[src/rtl/rc_pulse_stimulus_pkg.sv]
// Shared types and defaults for the RC pulse stimulus generator.
package rc_stim_pkg;
  localparam int WIDTH    = 25;
  localparam int EXPONENT = -16;
  localparam int CNT_W    = 16;
  localparam int PER_W    = 8;

  typedef enum logic [1:0] {IDLE, HIGH, LOW, DONE} state_t;

  // A zero-length phase would never terminate cleanly, so it is run as one cycle.
  function automatic logic [CNT_W-1:0] eff_len(input logic [CNT_W-1:0] x);
    return (x == '0) ? CNT_W'(1) : x;
  endfunction
endpackage

[src/rtl/rc_pulse_stimulus_if.sv]
// Control/config and waveform bundle between a sequencer and the stimulus generator.
interface rc_pulse_stimulus_if
  import rc_stim_pkg::*;
#(
  parameter int IW = WIDTH,
  parameter int IC = CNT_W,
  parameter int IP = PER_W
);
  logic                 start;
  logic                 abort;
  logic [IC-1:0]        high_cycles;
  logic [IC-1:0]        low_cycles;
  logic [IP-1:0]        num_periods;
  logic signed [IW-1:0] v_high_code;
  logic signed [IW-1:0] v_low_code;
  logic signed [IW-1:0] v_in;
  logic                 phase_edge;
  logic                 busy;
  logic                 done;

  modport master (
    output start, abort, high_cycles, low_cycles, num_periods, v_high_code, v_low_code,
    input  v_in, phase_edge, busy, done
  );
  modport slave (
    input  start, abort, high_cycles, low_cycles, num_periods, v_high_code, v_low_code,
    output v_in, phase_edge, busy, done
  );
endinterface

[src/rtl/rc_pulse_stimulus_phase_counter.sv]
// Phase-length down-counter shared by the HIGH and LOW phases.
module rc_stim_phase_counter #(
  parameter int CNT_W = 16
) (
  input  logic             clk,
  input  logic             rst,
  input  logic             load,
  input  logic [CNT_W-1:0] len,
  input  logic             tick,
  output logic             terminal
);
  logic [CNT_W-1:0] r_cnt;

  always_ff @(posedge clk) begin
    if (!rst)                      r_cnt <= '0;
    else if (load)                 r_cnt <= len;
    else if (tick && r_cnt != '0)  r_cnt <= r_cnt - CNT_W'(1);
  end

  assign terminal = (r_cnt == '0);
endmodule

[src/rtl/rc_pulse_stimulus.sv]
// Pulse-train v_in generator for the RC model harness: HIGH/LOW phases x num_periods.
module rc_pulse_stimulus
  import rc_stim_pkg::*;
#(
  parameter int WIDTH    = rc_stim_pkg::WIDTH,
  parameter int EXPONENT = rc_stim_pkg::EXPONENT,
  parameter int CNT_W    = rc_stim_pkg::CNT_W,
  parameter int PER_W    = rc_stim_pkg::PER_W
) (
  input  logic                clk,
  input  logic                rst,
  rc_pulse_stimulus_if.slave  bus
);
  state_t                  r_state;
  logic [CNT_W-1:0]        r_high, r_low;
  logic [PER_W-1:0]        r_np, r_per;
  logic signed [WIDTH-1:0] r_vhi, r_vlo, r_v_in;
  logic                    r_pe, r_busy, r_done;

  logic                    w_load, w_tick, w_term;
  logic [CNT_W-1:0]        w_len;

  // Counter is reloaded with length-1 on each phase entry; abort just leaves it stale.
  always_comb begin
    w_load = 1'b0;
    w_len  = '0;
    case (r_state)
      IDLE: if (bus.start && bus.num_periods != '0) begin
        w_load = 1'b1;
        w_len  = eff_len(bus.high_cycles) - CNT_W'(1);
      end
      HIGH: if (!bus.abort && w_term) begin
        w_load = 1'b1;
        w_len  = eff_len(r_low) - CNT_W'(1);
      end
      LOW: if (!bus.abort && w_term && r_per < r_np) begin
        w_load = 1'b1;
        w_len  = eff_len(r_high) - CNT_W'(1);
      end
      default: ;
    endcase
  end

  assign w_tick = (r_state == HIGH) || (r_state == LOW);

  rc_stim_phase_counter #(.CNT_W(CNT_W)) u_cnt (
    .clk      (clk),
    .rst      (rst),
    .load     (w_load),
    .len      (w_len),
    .tick     (w_tick),
    .terminal (w_term)
  );

  always_ff @(posedge clk) begin
    if (!rst) begin
      r_state <= IDLE;
      r_high  <= '0;
      r_low   <= '0;
      r_np    <= '0;
      r_per   <= '0;
      r_vhi   <= '0;
      r_vlo   <= '0;
      r_v_in  <= '0;
      r_pe    <= 1'b0;
      r_busy  <= 1'b0;
      r_done  <= 1'b0;
    end else begin
      r_pe   <= 1'b0;
      r_done <= 1'b0;
      case (r_state)
        IDLE: if (bus.start) begin
          r_high <= bus.high_cycles;
          r_low  <= bus.low_cycles;
          r_np   <= bus.num_periods;
          r_vhi  <= bus.v_high_code;
          r_vlo  <= bus.v_low_code;
          if (bus.num_periods == '0) begin
            // Empty run: v_in is left untouched, only the done pulse is produced.
            r_state <= DONE;
            r_done  <= 1'b1;
          end else begin
            r_state <= HIGH;
            r_v_in  <= bus.v_high_code;
            r_pe    <= 1'b1;
            r_busy  <= 1'b1;
            r_per   <= PER_W'(1);
          end
        end
        HIGH: begin
          if (bus.abort) begin
            r_state <= IDLE;
            r_v_in  <= r_vlo;
            r_busy  <= 1'b0;
          end else if (w_term) begin
            r_state <= LOW;
            r_v_in  <= r_vlo;
            r_pe    <= 1'b1;
          end
        end
        LOW: begin
          if (bus.abort) begin
            r_state <= IDLE;
            r_v_in  <= r_vlo;
            r_busy  <= 1'b0;
          end else if (w_term) begin
            if (r_per < r_np) begin
              r_state <= HIGH;
              r_v_in  <= r_vhi;
              r_pe    <= 1'b1;
              r_per   <= r_per + PER_W'(1);
            end else begin
              r_state <= DONE;
              r_busy  <= 1'b0;
              r_done  <= 1'b1;
            end
          end
        end
        default: r_state <= IDLE;
      endcase
    end
  end

  assign bus.v_in       = r_v_in;
  assign bus.phase_edge = r_pe;
  assign bus.busy       = r_busy;
  assign bus.done       = r_done;
endmodule

[src/flat_wrapper.sv]
// flat-port wrapper written by rule: the top's interface ports become plain ports
module rc_pulse_stimulus_flat import rc_stim_pkg::*;
#(
  parameter int WIDTH    = rc_stim_pkg::WIDTH,
  parameter int EXPONENT = rc_stim_pkg::EXPONENT,
  parameter int CNT_W    = rc_stim_pkg::CNT_W,
  parameter int PER_W    = rc_stim_pkg::PER_W
)
  (clk, rst, bus_start, bus_abort, bus_high_cycles, bus_low_cycles, bus_num_periods, bus_v_high_code, bus_v_low_code, bus_v_in, bus_phase_edge, bus_busy, bus_done);
  rc_pulse_stimulus_if bus_i ();
  input  logic clk;
  input  logic rst;
  input wire logic [$bits(bus_i.start)-1:0] bus_start;
  input wire logic [$bits(bus_i.abort)-1:0] bus_abort;
  input wire logic [$bits(bus_i.high_cycles)-1:0] bus_high_cycles;
  input wire logic [$bits(bus_i.low_cycles)-1:0] bus_low_cycles;
  input wire logic [$bits(bus_i.num_periods)-1:0] bus_num_periods;
  input wire logic [$bits(bus_i.v_high_code)-1:0] bus_v_high_code;
  input wire logic [$bits(bus_i.v_low_code)-1:0] bus_v_low_code;
  output wire logic [$bits(bus_i.v_in)-1:0] bus_v_in;
  output wire logic [$bits(bus_i.phase_edge)-1:0] bus_phase_edge;
  output wire logic [$bits(bus_i.busy)-1:0] bus_busy;
  output wire logic [$bits(bus_i.done)-1:0] bus_done;
  assign bus_i.start = bus_start;
  assign bus_i.abort = bus_abort;
  assign bus_i.high_cycles = bus_high_cycles;
  assign bus_i.low_cycles = bus_low_cycles;
  assign bus_i.num_periods = bus_num_periods;
  assign bus_i.v_high_code = bus_v_high_code;
  assign bus_i.v_low_code = bus_v_low_code;
  assign bus_v_in = bus_i.v_in;
  assign bus_phase_edge = bus_i.phase_edge;
  assign bus_busy = bus_i.busy;
  assign bus_done = bus_i.done;
  rc_pulse_stimulus #(.WIDTH(WIDTH), .EXPONENT(EXPONENT), .CNT_W(CNT_W), .PER_W(PER_W)) u_core (.clk(clk), .rst(rst), .bus(bus_i));
endmodule
[config.mk]
export PLATFORM = sky130hd
export DESIGN_NAME = rc_pulse_stimulus_flat
export DESIGN_NICKNAME = d
export VERILOG_FILES = /design/src/rtl/rc_pulse_stimulus_pkg.sv /design/src/rtl/rc_pulse_stimulus_if.sv /design/src/rtl/rc_pulse_stimulus_phase_counter.sv /design/src/rtl/rc_pulse_stimulus.sv /design/src/flat_wrapper.sv
export SDC_FILE = /design/constraint.sdc
export NUM_CORES = 1
export LEC_CHECK = 0
export ABC_AREA = 0
export CORE_UTILIZATION = 35
export DETAILED_ROUTE_END_ITERATION = 7
export PLACE_DENSITY = 0.57
export SETUP_SLACK_MARGIN = 0.4
export SYNTH_ARGS = -nofsm -noshare
export SYNTH_HDL_FRONTEND = slang
export SYNTH_HIERARCHICAL = 1
export SYNTH_SLANG_ARGS = --single-unit
export TNS_END_PERCENT = 100
[constraint.sdc]
create_clock -name clk -period 7.79 [get_ports clk]
set_input_delay 0.779 -clock clk [delete_from_list [all_inputs] [get_ports clk]]
set_output_delay 0.779 -clock clk [all_outputs]
set_load 0.01 [all_outputs]
# ---- Word level (Yosys, flattened, before mapping)
# Index checks and enable logic that the tools add are counted.
dict set report totals {
  wordCells 108
  input_bits 94
  ff_bits 144
  out_inout_bits 28
}
dict set report classes {
  n_reduce_logical 22
  addsub 5
  n_lt_le_gt_ge 1
  muxes 56
  n_eq_ne 12
}
# op count
set op_table {}
lappend op_table {{$mux W25} 7}
lappend op_table {{$mux W16} 8}
lappend op_table {{$pmux W25 S3} 1}
lappend op_table {{$logic_not A16 Y1} 4}
lappend op_table {{$sub A16 B1 Y16 const B} 4}
lappend op_table {{$pmux W16 S3} 1}
lappend op_table {{$mux W8} 5}
lappend op_table {{$mux W1} 21}
lappend op_table {{$reduce_and A6 Y1} 3}
lappend op_table {{$pmux W8 S2} 1}
lappend op_table {{$reduce_bool A16 Y1} 1}
lappend op_table {{$mux W2} 7}
lappend op_table {{$ne A3 B2 Y1 const B} 3}
lappend op_table {{$pmux W1 S3} 3}
lappend op_table {{$add A8 B1 Y8 const B} 1}
lappend op_table {{$logic_not A8 Y1} 1}
lappend op_table {{$lt A8 B8 Y1} 1}
lappend op_table {{$ne A2 B2 Y1 const B} 4}
lappend op_table {{$reduce_bool A8 Y1} 1}
lappend op_table {{$pmux W2 S3} 1}
lappend op_table {{$logic_and A1 B1 Y1} 4}
lappend op_table {{$ne A2 B1 Y1 const B} 2}
lappend op_table {{$reduce_bool A2 Y1} 2}
lappend op_table {{$ne A3 B3 Y1 const B} 1}
lappend op_table {{9 further kinds} 9}

# ---- Longest topological paths before layout
dict set report logic_depth {
  ltp_word 6
  mapped_depth 13
  depth_no_buf 12
}

# ---- Hierarchy
# Netlist, hierarchy kept.
# module area_each_um2 cells_each n_inst seq_area_each_um2
set by_module_without_submodules {}
lappend by_module_without_submodules {rc_pulse_stimulus 6558.8 872 1 2562.5}
lappend by_module_without_submodules {rc_stim_phase_counter 977.2 123 1 320.3}

# ---- Worst setup path after synthesis
# No wires, ideal clock.
dict set report synth_timing {
  path_type {input to register}
  startpoint {in bus_high_cycles[11]}
  endpoint {reg u_core.u_cnt.r_cnt[10]}
  required_ns 7.653
  cell_stages 12
  slack_ns 4.369
  setup_time_ns 0.137
  arrival_time_ns 3.284
  path_buffers 1
  path_cell_list {clkbuf_1 nor3_1 a41oi_1 ha_1 or3b_1 or4_4 nor4_2 xor2_1 a222oi_1 nor2_1 o21ai_0 a31oi_1}
}
dict set report synth_via {
  elab_chain_cells 6
}
# item line_no
set synth_lines {}
lappend synth_lines {{start, declared} flat_wrapper.sv:15} ;# input wire logic [$bits(bus_i.high_cycles)-1:0] bus_high_cycles;
lappend synth_lines {{$logic_not A16 Y1} rc_pulse_stimulus_pkg.sv:12} ;# return (x == '0) ? CNT_W'(1) : x;
lappend synth_lines {{$mux W16} rc_pulse_stimulus_pkg.sv:12}
lappend synth_lines {{$sub A16 B1 Y16} rc_pulse_stimulus.sv:30} ;# w_len = eff_len(bus.high_cycles) - CNT_W'(1);
lappend synth_lines {{$mux W16} rc_pulse_stimulus.sv:28} ;# IDLE: if (bus.start && bus.num_periods != '0) begin
lappend synth_lines {{$pmux W16 S3} rc_pulse_stimulus.sv:27} ;# case (r_state)
lappend synth_lines {{named net u_core.w_len[10]} rc_pulse_stimulus.sv:21} ;# logic [CNT_W-1:0] w_len;
lappend synth_lines {{$mux W16} rc_pulse_stimulus_phase_counter.sv:16} ;# else if (load) r_cnt <= len;
lappend synth_lines {{end signal, assigned} rc_pulse_stimulus_phase_counter.sv:16}
lappend synth_lines {{end signal, assigned} rc_pulse_stimulus_phase_counter.sv:17} ;# else if (tick && r_cnt != '0) r_cnt <= r_cnt - CNT_W'(1);
lappend synth_lines {{end, declared} rc_pulse_stimulus_phase_counter.sv:12} ;# logic [CNT_W-1:0] r_cnt;
# The timed path passes the listed nets, and every way through them passes these cells.
# A chain may end at the register's enable or synchronous reset.

# ---- Worst setup path after layout
dict set report layout_timing {
  startpoint {reg u_core.u_cnt.r_cnt[3]}
  endpoint {reg u_core.u_cnt.r_cnt[8]}
}
dict set report layout_via {
  elab_chain_cells 6
  elab_cells_between_ends 15
  cone_classes {add/sub: 1; mux: 8; reduce/logical: 6}
}
# item line_no
set layout_lines {}
lappend layout_lines {{$logic_not A16 Y1 *} rc_pulse_stimulus_phase_counter.sv:20} ;# assign terminal = (r_cnt == '0);
lappend layout_lines {{named net u_core.w_term} rc_pulse_stimulus.sv:20} ;# logic w_load, w_tick, w_term;
lappend layout_lines {{$logic_and A1 B1 Y1 *} {rc_pulse_stimulus.sv:32, rc_pulse_stimulus.sv:36}}
lappend layout_lines {{$logic_and A1 B1 Y1} rc_pulse_stimulus.sv:36} ;# LOW: if (!bus.abort && w_term && r_per < r_np) begin
lappend layout_lines {{$mux W1} rc_pulse_stimulus.sv:36}
lappend layout_lines {{$pmux W1 S3 *} rc_pulse_stimulus.sv:27}
lappend layout_lines {{named net u_core.w_load} rc_pulse_stimulus.sv:20}
lappend layout_lines {{$mux W16 or $reduce_bool A2 Y1 (tied branches)} n/a}
# Mark *: on every way through the listed nets, which the timed path passes. The rest lies on a longest branch. The select of a mux whose other input is x is not followed.

==> qor.yml <==
outcome: "finished clean"
crit_fanout: 28
die_area_um2: 22100
ff_latch_area_um2: 2880
cts_resized: 0
worst_slack_ns: 3.53
grt_pass1_wl_mm: 35.2
die_w_um: 149
syn_nets: 1106
synth_top_cell_by_area: "dfxtp_1"
drtAntennaViolNets: 0
area.growth.synth_to_final_pct: 25.5
fin_crit_ns: 4.26
cts_root_buf: "clkbuf_16"
ctsLongestPathBuffers: 2
multi_input_area_um2: 4280
worstMarginPinSlew_ns: 1.03
p_seq_frac: 0.358
combPwrFrac: 0.329
internal-power_mw: 1.69
initial_core_util: 0.357
htree_levels: 4
finalNonFillerCells: 1365
firstDrtPassIters: 5
p_leak_nw: 3.34
yosys-top-cells-area: "dfxtp_1 (38%), nand2_1 (13%), a21oi_1 (9.5%)"
required_ns: 8.12
ys_seq_area_frac: 0.383
place_inst: 1333
cts_tree: "done"
dpl_cell_area_um2: 8870
clockPowerShare: 0.313
final_area_um2: 9460
start_kind: "flop"
post-dp-hpwl_mm: 14.5
maxSlewViolCount: 0
vias_per_cell: 5.39
min_period_over_period: 0.546
drc: 0
max_freq_mhz: 235
ys_ff_latch: 144
critPathCaptureType: "flop"
antenna_cells: 0
clock-sinks: 144
setup_violations: 0
totalPowerFinal_mw: 2.62
io_pins: 122
port_buffers: 121
min_path_type: "flop to flop"
grt_max_degree: 92
cts_inserted_buffers: 17
max_cap_violations: 0
grt.total_usage: 0.198
powerDensity_nw_per_um2: 277
postCtsSetupBuffers: 0
switching_power_mw: 0.931
gp_congestion: 0.892
yosysWarningCount: 6
tns_ns: 0
ys.flop_type: "dfxtp_1"
coreArea_um2: 21100
synth_edf_count: 0
post_drt_wl_per_cell_um: 15.9
rows: 53
synthArstFlopShare: 0
postSynthCellCount: 995
die-height_um: 149
layout_common_cells: "nand2_1 (263), dfxtp_1 (144), a21oi_1 (143)"
path_class: "flop to flop"
rrSetupSlack_ns: 3.53
drtIter0Drc: 413
insertion_delay_ns: 0.42
rsz0062_at_grt: "false"
netlist-cell-type-count: 79
relSlewSlack: 0.315
vias: 7364
wl_mm: 21.7
syn_area_per_cell_um2: 7.57
place_ws_ns: 3.17
grt_pass1_vias: 6753
clk_pin_slew_ns: 0.06
switching_share: 0.355
antenna_found_initial: 1
holdWs_ns: 0.455
hold_buffers: 0
n_fill_cell: 2199
netlist_area_um2: 7540
layout_commonest_cell: "nand2_1"
grt-ovfl-total: 0
synth_top_area_frac: 0.383
peakVddDrop_mv: 0.156
nets: 1188
drive_gt1_frac: 0.0596
hold_viol_final: 0
utilization: 0.448
fin_worst_skew_ns: 0.0107
arrival_ns: 4.59
==> kinds of logic after synthesis <==
logic type | count (synthesis) | synth area share
multiplexers | 6 | 0.00880
flip-flops | 144 | 0.383
buffers and inverters | 90 | 0.0505
XOR/XNOR | 34 | 0.0395
adder cells (fa/ha/maj) | 17 | 0.0282
AO/OA/AOI/OAI | 284 | 0.233
AND/OR/NAND/NOR | 420 | 0.257
==> final timing paths <==
kind                                                          from                                  to  cells past startpoint
worst max-delay path            u_core/u_cnt/r_cnt[3]$_SDFFE_PN0P_  u_core/u_cnt/r_cnt[8]$_SDFFE_PN0P_                      9
worst min-delay path                 u_core/r_vhi[17]$_SDFFE_PN0P_       u_core/r_vhi[17]$_SDFFE_PN0P_                      2
worst max register to register  u_core/u_cnt/r_cnt[3]$_SDFFE_PN0P_  u_core/u_cnt/r_cnt[8]$_SDFFE_PN0P_                      9
worst min register to register       u_core/r_vhi[17]$_SDFFE_PN0P_       u_core/r_vhi[17]$_SDFFE_PN0P_                      2
==> critical path: stages, from the launching register on <==
cell and delay (ns):
dfxtp_1 0.38, nor4_1 0.49, nand4_1 0.39, inv_1 0.33, nor2b_2 0.23, nand2_1 0.14, a31oi_1 0.76, clkinv_1 0.84
and4_1 0.44, nor3_1 0.17
==> cells in the mapped netlist (4+ instances only) <==
cell and n:
or4_1 10, a31oi_1 10, xnor2_1 21, a222oi_1 6
nand2_1 264, inv_1 23, nand3_1 13, mux2i_1 4
nor4_1 10, nor3_1 14, dfxtp_1 144, buf_2 5
nand3b_1 4, o21ai_0 22, nand4_1 8, clkbuf_1 50
a22oi_1 30, a21oi_1 143, a211oi_1 8, or3_1 6
ha_1 17, buf_1 4, xor2_1 13, o211ai_1 29
nand4b_1 4, nor2_1 49, or4_4 4, o31ai_1 7
==> layer usage <==
| metal | vias up | GRT usage | wire, um |
|---|---|---|---|
| met5 | - | 0 | 13 |
| met4 | 2 | 0.0556 | 256 |
| met3 | 22 | 0.0388 | 1210 |
| met2 | 206 | 0.311 | 9850 |
| met1 | 3432 | 0.275 | 10400 |
| li1 | 3702 | - | - |
==> registers in the layout (all words and copies together), names as in the netlist <==
register,count
u_core/bus.busy,1
u_core/bus.done,1
u_core/bus.phase_edge,1
u_core/bus.v_in,25
u_core/r_high,16
u_core/r_low,16
u_core/r_np,8
u_core/r_per,8
u_core/r_state,2
u_core/r_vhi,25
u_core/r_vlo,25
u_core/u_cnt/r_cnt,16
==> area by class of cell <==
class                   instances  share of cell area
inverters                      25              0.0101
flip-flops and latches        144               0.305
well taps                     275              0.0364
clock buffers                  21              0.0487
repair buffers                128               0.134
clock inverters                11              0.0136
multi-input cells             761               0.453
==> power by group through the flow <==
| stage | Clock (mW) | Sequential, mW | Combinational (mW) |
|---|---|---|---|
| after floorplan | 0 | 0.944 | 0.574 |
| after global placement | 0 | 0.954 | 0.860 |
| after detailed placement | 0 | 0.952 | 0.858 |
| after CTS | 0.837 | 0.938 | 0.863 |
| after global routing | 0.871 | 0.954 | 0.961 |
| final | 0.820 | 0.939 | 0.861 |
No activity file was read; power rests on OpenSTA's default activity.
==> variant 1 (same settings) <==
`CNT_W` is set to 16 in 2 places; all go to 18.
--- a/src/rtl/rc_pulse_stimulus_pkg.sv
+++ b/src/rtl/rc_pulse_stimulus_pkg.sv
@@ -3,5 +3,5 @@
   localparam int WIDTH    = 25;
   localparam int EXPONENT = -16;
-  localparam int CNT_W    = 16;
+  localparam int CNT_W    = 18;
   localparam int PER_W    = 8;
 
--- a/src/rtl/rc_pulse_stimulus_phase_counter.sv
+++ b/src/rtl/rc_pulse_stimulus_phase_counter.sv
@@ -1,5 +1,5 @@
 // Phase-length down-counter shared by the HIGH and LOW phases.
 module rc_stim_phase_counter #(
-  parameter int CNT_W = 16
+  parameter int CNT_W = 18
 ) (
   input  logic             clk,
Interface: changed (resized bus_high_cycles and bus_low_cycles); port bits go from 122 to 126. The function was not compared with the original's and may differ.
==> variant 1 against the unedited design <==
- the flow now finishes with violations (DRC)
- synthesized area is 4.9% higher
- clock skew is 8.5 ps higher
- maximum frequency is 9.2% higher
- sequential power is 3.5% higher
- synthesized cell count is 5.3% higher
- setup slack better by 360 ps
- final area is 4.8% higher
- power is 3.0% higher
- sequential cell count is 6 higher
- wire length is 8.5% higher
- critical path depth stayed put
- largest power group unchanged
==> variant 1: results (changes against the unedited design) <==
slew of the pin with the lowest slew margin=1190 ps (was 1030 ps); drt total wl=23600 µm (was 21700 µm); maximum number of pins on one net before global-route repair=76 (was 92); initial antenna violation count=0 (was 1); adder-cell share of the synthesized area=0.0269 (was 0.0282); DRC violation count after routing=6 (was 0); number of DRC violations after detailed-routing iteration 0=635 (was 413); unique cell type count in the Yosys netlist=70 (was 79); HPWL after DPL=15800 µm (was 14500 µm); maximum resistive drop on vdd=0.000130 V (was 0.000156 V); Buffers on Ports=125 (was 121); Worst Setup SP=u_core/u_cnt/r_cnt[8] (was u_core/u_cnt/r_cnt[3]); top cells by area, synth=dfxtp_1 (38%), nand2_1 (13%), a21oi_1 (9.9%) (was dfxtp_1 (38%), nand2_1 (13%), a21oi_1 (9.5%)); number of search-and-repair iterations in the first detailed-routing pass=8 (was 5); worst setup skew after layout=19.2 ps (was 10.7 ps); final RePlAce weighted congestion=0.925 (was 0.892); FILL cells=2264 (was 2199); switching power as a share of total power=0.371 (was 0.355); parity-gate share of the synthesized area counting xor and xnor cells=0.0565 (was 0.0395); Critical path destination=u_core/u_cnt/r_cnt[17] (was u_core/u_cnt/r_cnt[8]); violations in the final reports=DRC; wire length of the first global-routing pass=38600 µm (was 35200 µm); register area share after synthesis=0.380 (was 0.383); share of the clock period used by the worst path after layout=0.501 (was 0.546); synthesized netlist net count=1163 (was 1106); Worst Hold Path EP=u_core/bus.v_in[16] (was u_core/r_vhi[17]); Placed Instance Area=9340 µm² (was 8870 µm²); synthesized-area fraction occupied by ao, oa, aoi and oai cells=0.230 (was 0.233); Worst Setup Slack post-DPL=3900 ps (was 3170 ps); number of vias per cell after detailed routing=5.42 (was 5.39); run status=finished, violations left (was complete, no violations)
## variant 1: changes by cell type after synthesis, sizes merged, moves of 8 or more
cell and delta:
xor2 +14, or3 +8, nor2 +8, nor4 +8
nand2 +13, a21oi +14
## variant 1: layout make-up
type	count	area, µm²	share of cell area
inverters	23	88.8	0.00896
flip-flops and latches	150	3000	0.303
multi-input cells	811	4570	0.461
repair buffers	135	1330	0.134
clock inverters	14	150	0.0151
well taps	280	350	0.0353
clock buffers	18	429	0.0433
## variant 1: worst max-delay path: stages, from the launching register on
cell	delay [ps]
dfxtp_1	360
or4_4	590
nor4_4	410
and3_4	340
nand2b_1	100
or2_2	380
a31oi_1	580
inv_1	590
o21ai_0	310
a31oi_1	60
## variant 1: logic make-up (layout without fill, tap and decap cells)
kind of cell,count (synthesis),after routing
muxes,1,1
adders and majority gates,17,17
DFF,150,150
and+or+nand+nor,444,444
AOI/OAI and AO/OA,298,298
xor gates and xnor gates,51,51
buffers and inverters,87,190
## variant 1: power by group through the flow
| stage | Clock [mW] | Combinational (mW) | Sequential (mW) |
|---|---|---|---|
| global placement | 0 | 0.896 | 0.987 |
| floorplan | 0 | 0.591 | 0.980 |
| detailed placement | 0 | 0.898 | 0.987 |
| finish | 0.823 | 0.905 | 0.972 |
| CTS | 0.849 | 0.904 | 0.971 |
| global route | 0.885 | 1.01 | 0.988 |
## variant 1: metrics by stage
stage          instances  utilization
2_1_floorplan       1048            -
3_3_place_gp        1399        0.425
3_5_place_dp        1399        0.425
4_1_cts             1431        0.452
5_1_grt             1431        0.452
6_report            1431        0.452
## variant 1: per-layer routing
metal,up-vias,GRT usage
met5,-,0.0124
met4,2,0.0700
met3,31,0.0563
met2,215,0.325
met1,3651,0.269
li1,3860,-
==> variant 2 (same flow settings) <==
Without the edit above. Re-encode `state_t` (4 states) as Gray code, 2 bits wide.
--- a/src/rtl/rc_pulse_stimulus_pkg.sv
+++ b/src/rtl/rc_pulse_stimulus_pkg.sv
@@ -6,5 +6,5 @@
   localparam int PER_W    = 8;
 
-  typedef enum logic [1:0] {IDLE, HIGH, LOW, DONE} state_t;
+  typedef enum logic [1:0] {IDLE = 2'b00, HIGH = 2'b01, LOW = 2'b11, DONE = 2'b10} state_t;
 
   // A zero-length phase would never terminate cleanly, so it is run as one cycle.
Check against the original RTL: no difference found for any inputs over 4 cycles, from zero or initial values and one cycle with rst low; so few cycles prove little.
==> variant 2 against the unedited design <==
- setup slack worse by 470 ps
- wire length up 9.4%
- sequential cell count unchanged
- via count up 2.4%
- final area up 0.89%
- combinational power up 41%
- utilization up 0.26 points
- synthesized area up 0.56%
- worst hold slack about the same
- power up 18%
==> variant 2: results (changes against the unedited design) <==
run status=complete, no violations (unchanged); average wire per cell in the routed design=17.9 µm (was 15.9 µm); worst setup skew after layout=12.0 ps (was 10.7 ps); Worst Setup Slack post-DPL=2680 ps (was 3170 ps); aggregate global-route resource usage=0.220 (was 0.198); synthesized netlist net count=1075 (was 1106); number of placed instances with taps included=1298 (was 1333); share of the clock period used by the worst path after layout=0.607 (was 0.546); number of search-and-repair iterations in the first detailed-routing pass=6 (was 5); slew of the pin with the lowest slew margin=1180 ps (was 1030 ps); Post-layout nets=1153 (was 1188); worst reg2reg setup slack=3090 ps (was 3530 ps); mux share of post-synthesis cell area=0.0173 (was 0.00880); unique cell type count in the Yosys netlist=71 (was 79); Leakage=3.43 nW (was 3.34 nW); adder-cell share of the synthesized area=0.0281 (was 0.0282); hold_sp=u_core/r_vlo[16] (was u_core/r_vhi[17]); critical path's top delay family=buffers and inverters (was simple AND/OR/NAND/NOR gates); Placed Instance Area=8930 µm² (was 8870 µm²); Worst Setup SP=bus_start (was u_core/u_cnt/r_cnt[3]); FILL cells=2135 (was 2199); startpoint of the worst-slack reg-to-reg timing path=u_core/r_state[0] (was u_core/u_cnt/r_cnt[3]); top cells by area, synth=dfxtp_1 (38%), nand2_1 (12%), a21oi_1 (7.0%) (was dfxtp_1 (38%), nand2_1 (13%), a21oi_1 (9.5%)); layout cell share with drive strength beyond 1=0.0796 (was 0.0596); HPWL after DPL=15800 µm (was 14500 µm); combinational gate power=1.21 mW (was 861 µW); switching power as a share of total power=0.392 (was 0.355); largest stage delay on the critical path=910 ps (was 840 ps); maximum resistive drop on vdd=0.000148 V (was 0.000156 V); Crit Path Max Fanout=91 (was 28); worst slack on hold paths=455 ps (about the same); via count of the first global-routing pass=7366 (was 6753); maximum number of pins on one net before global-route repair=93 (was 92); initial antenna violation count=0 (was 1); parity-gate share of the synthesized area counting xor and xnor cells=0.0231 (was 0.0395); synthesized-area fraction occupied by ao, oa, aoi and oai cells=0.257 (was 0.233); number of vias per cell after detailed routing=5.67 (was 5.39)
-- variant 2: cell types whose count changed after synthesis, sizes merged, moves of 6 or more --
cell	delta
mux2i	+8
xnor2	-9
o21ai	+6
o211ai	-28
a31oi	+9
a22oi	-24
nand2	-25
nand2b	+8
nor2	-14
o21a	+8
a21oi	-37
nor4	+6
o221a	+25
a222oi	+21
-- variant 2: cell type report --
class | instances | share of cell area
multi-input combinational | 728 | 0.458
sequential | 144 | 0.302
timing repair buffer | 127 | 0.131
clock buffer | 18 | 0.0460
tap | 275 | 0.0361
clock inverter | 14 | 0.0176
inverter | 24 | 0.00944
-- variant 2: routing by layer --
layer / GRT usage / vias to the layer above / share of wire
li1: - / 3690 / -
met1: 0.300 / 3611 / 0.47
met2: 0.350 / 218 / 0.46
met3: 0.0462 / 19 / 0.058
met4: 0.0628 / 0 / 0.012
met5: 0 / - / 0
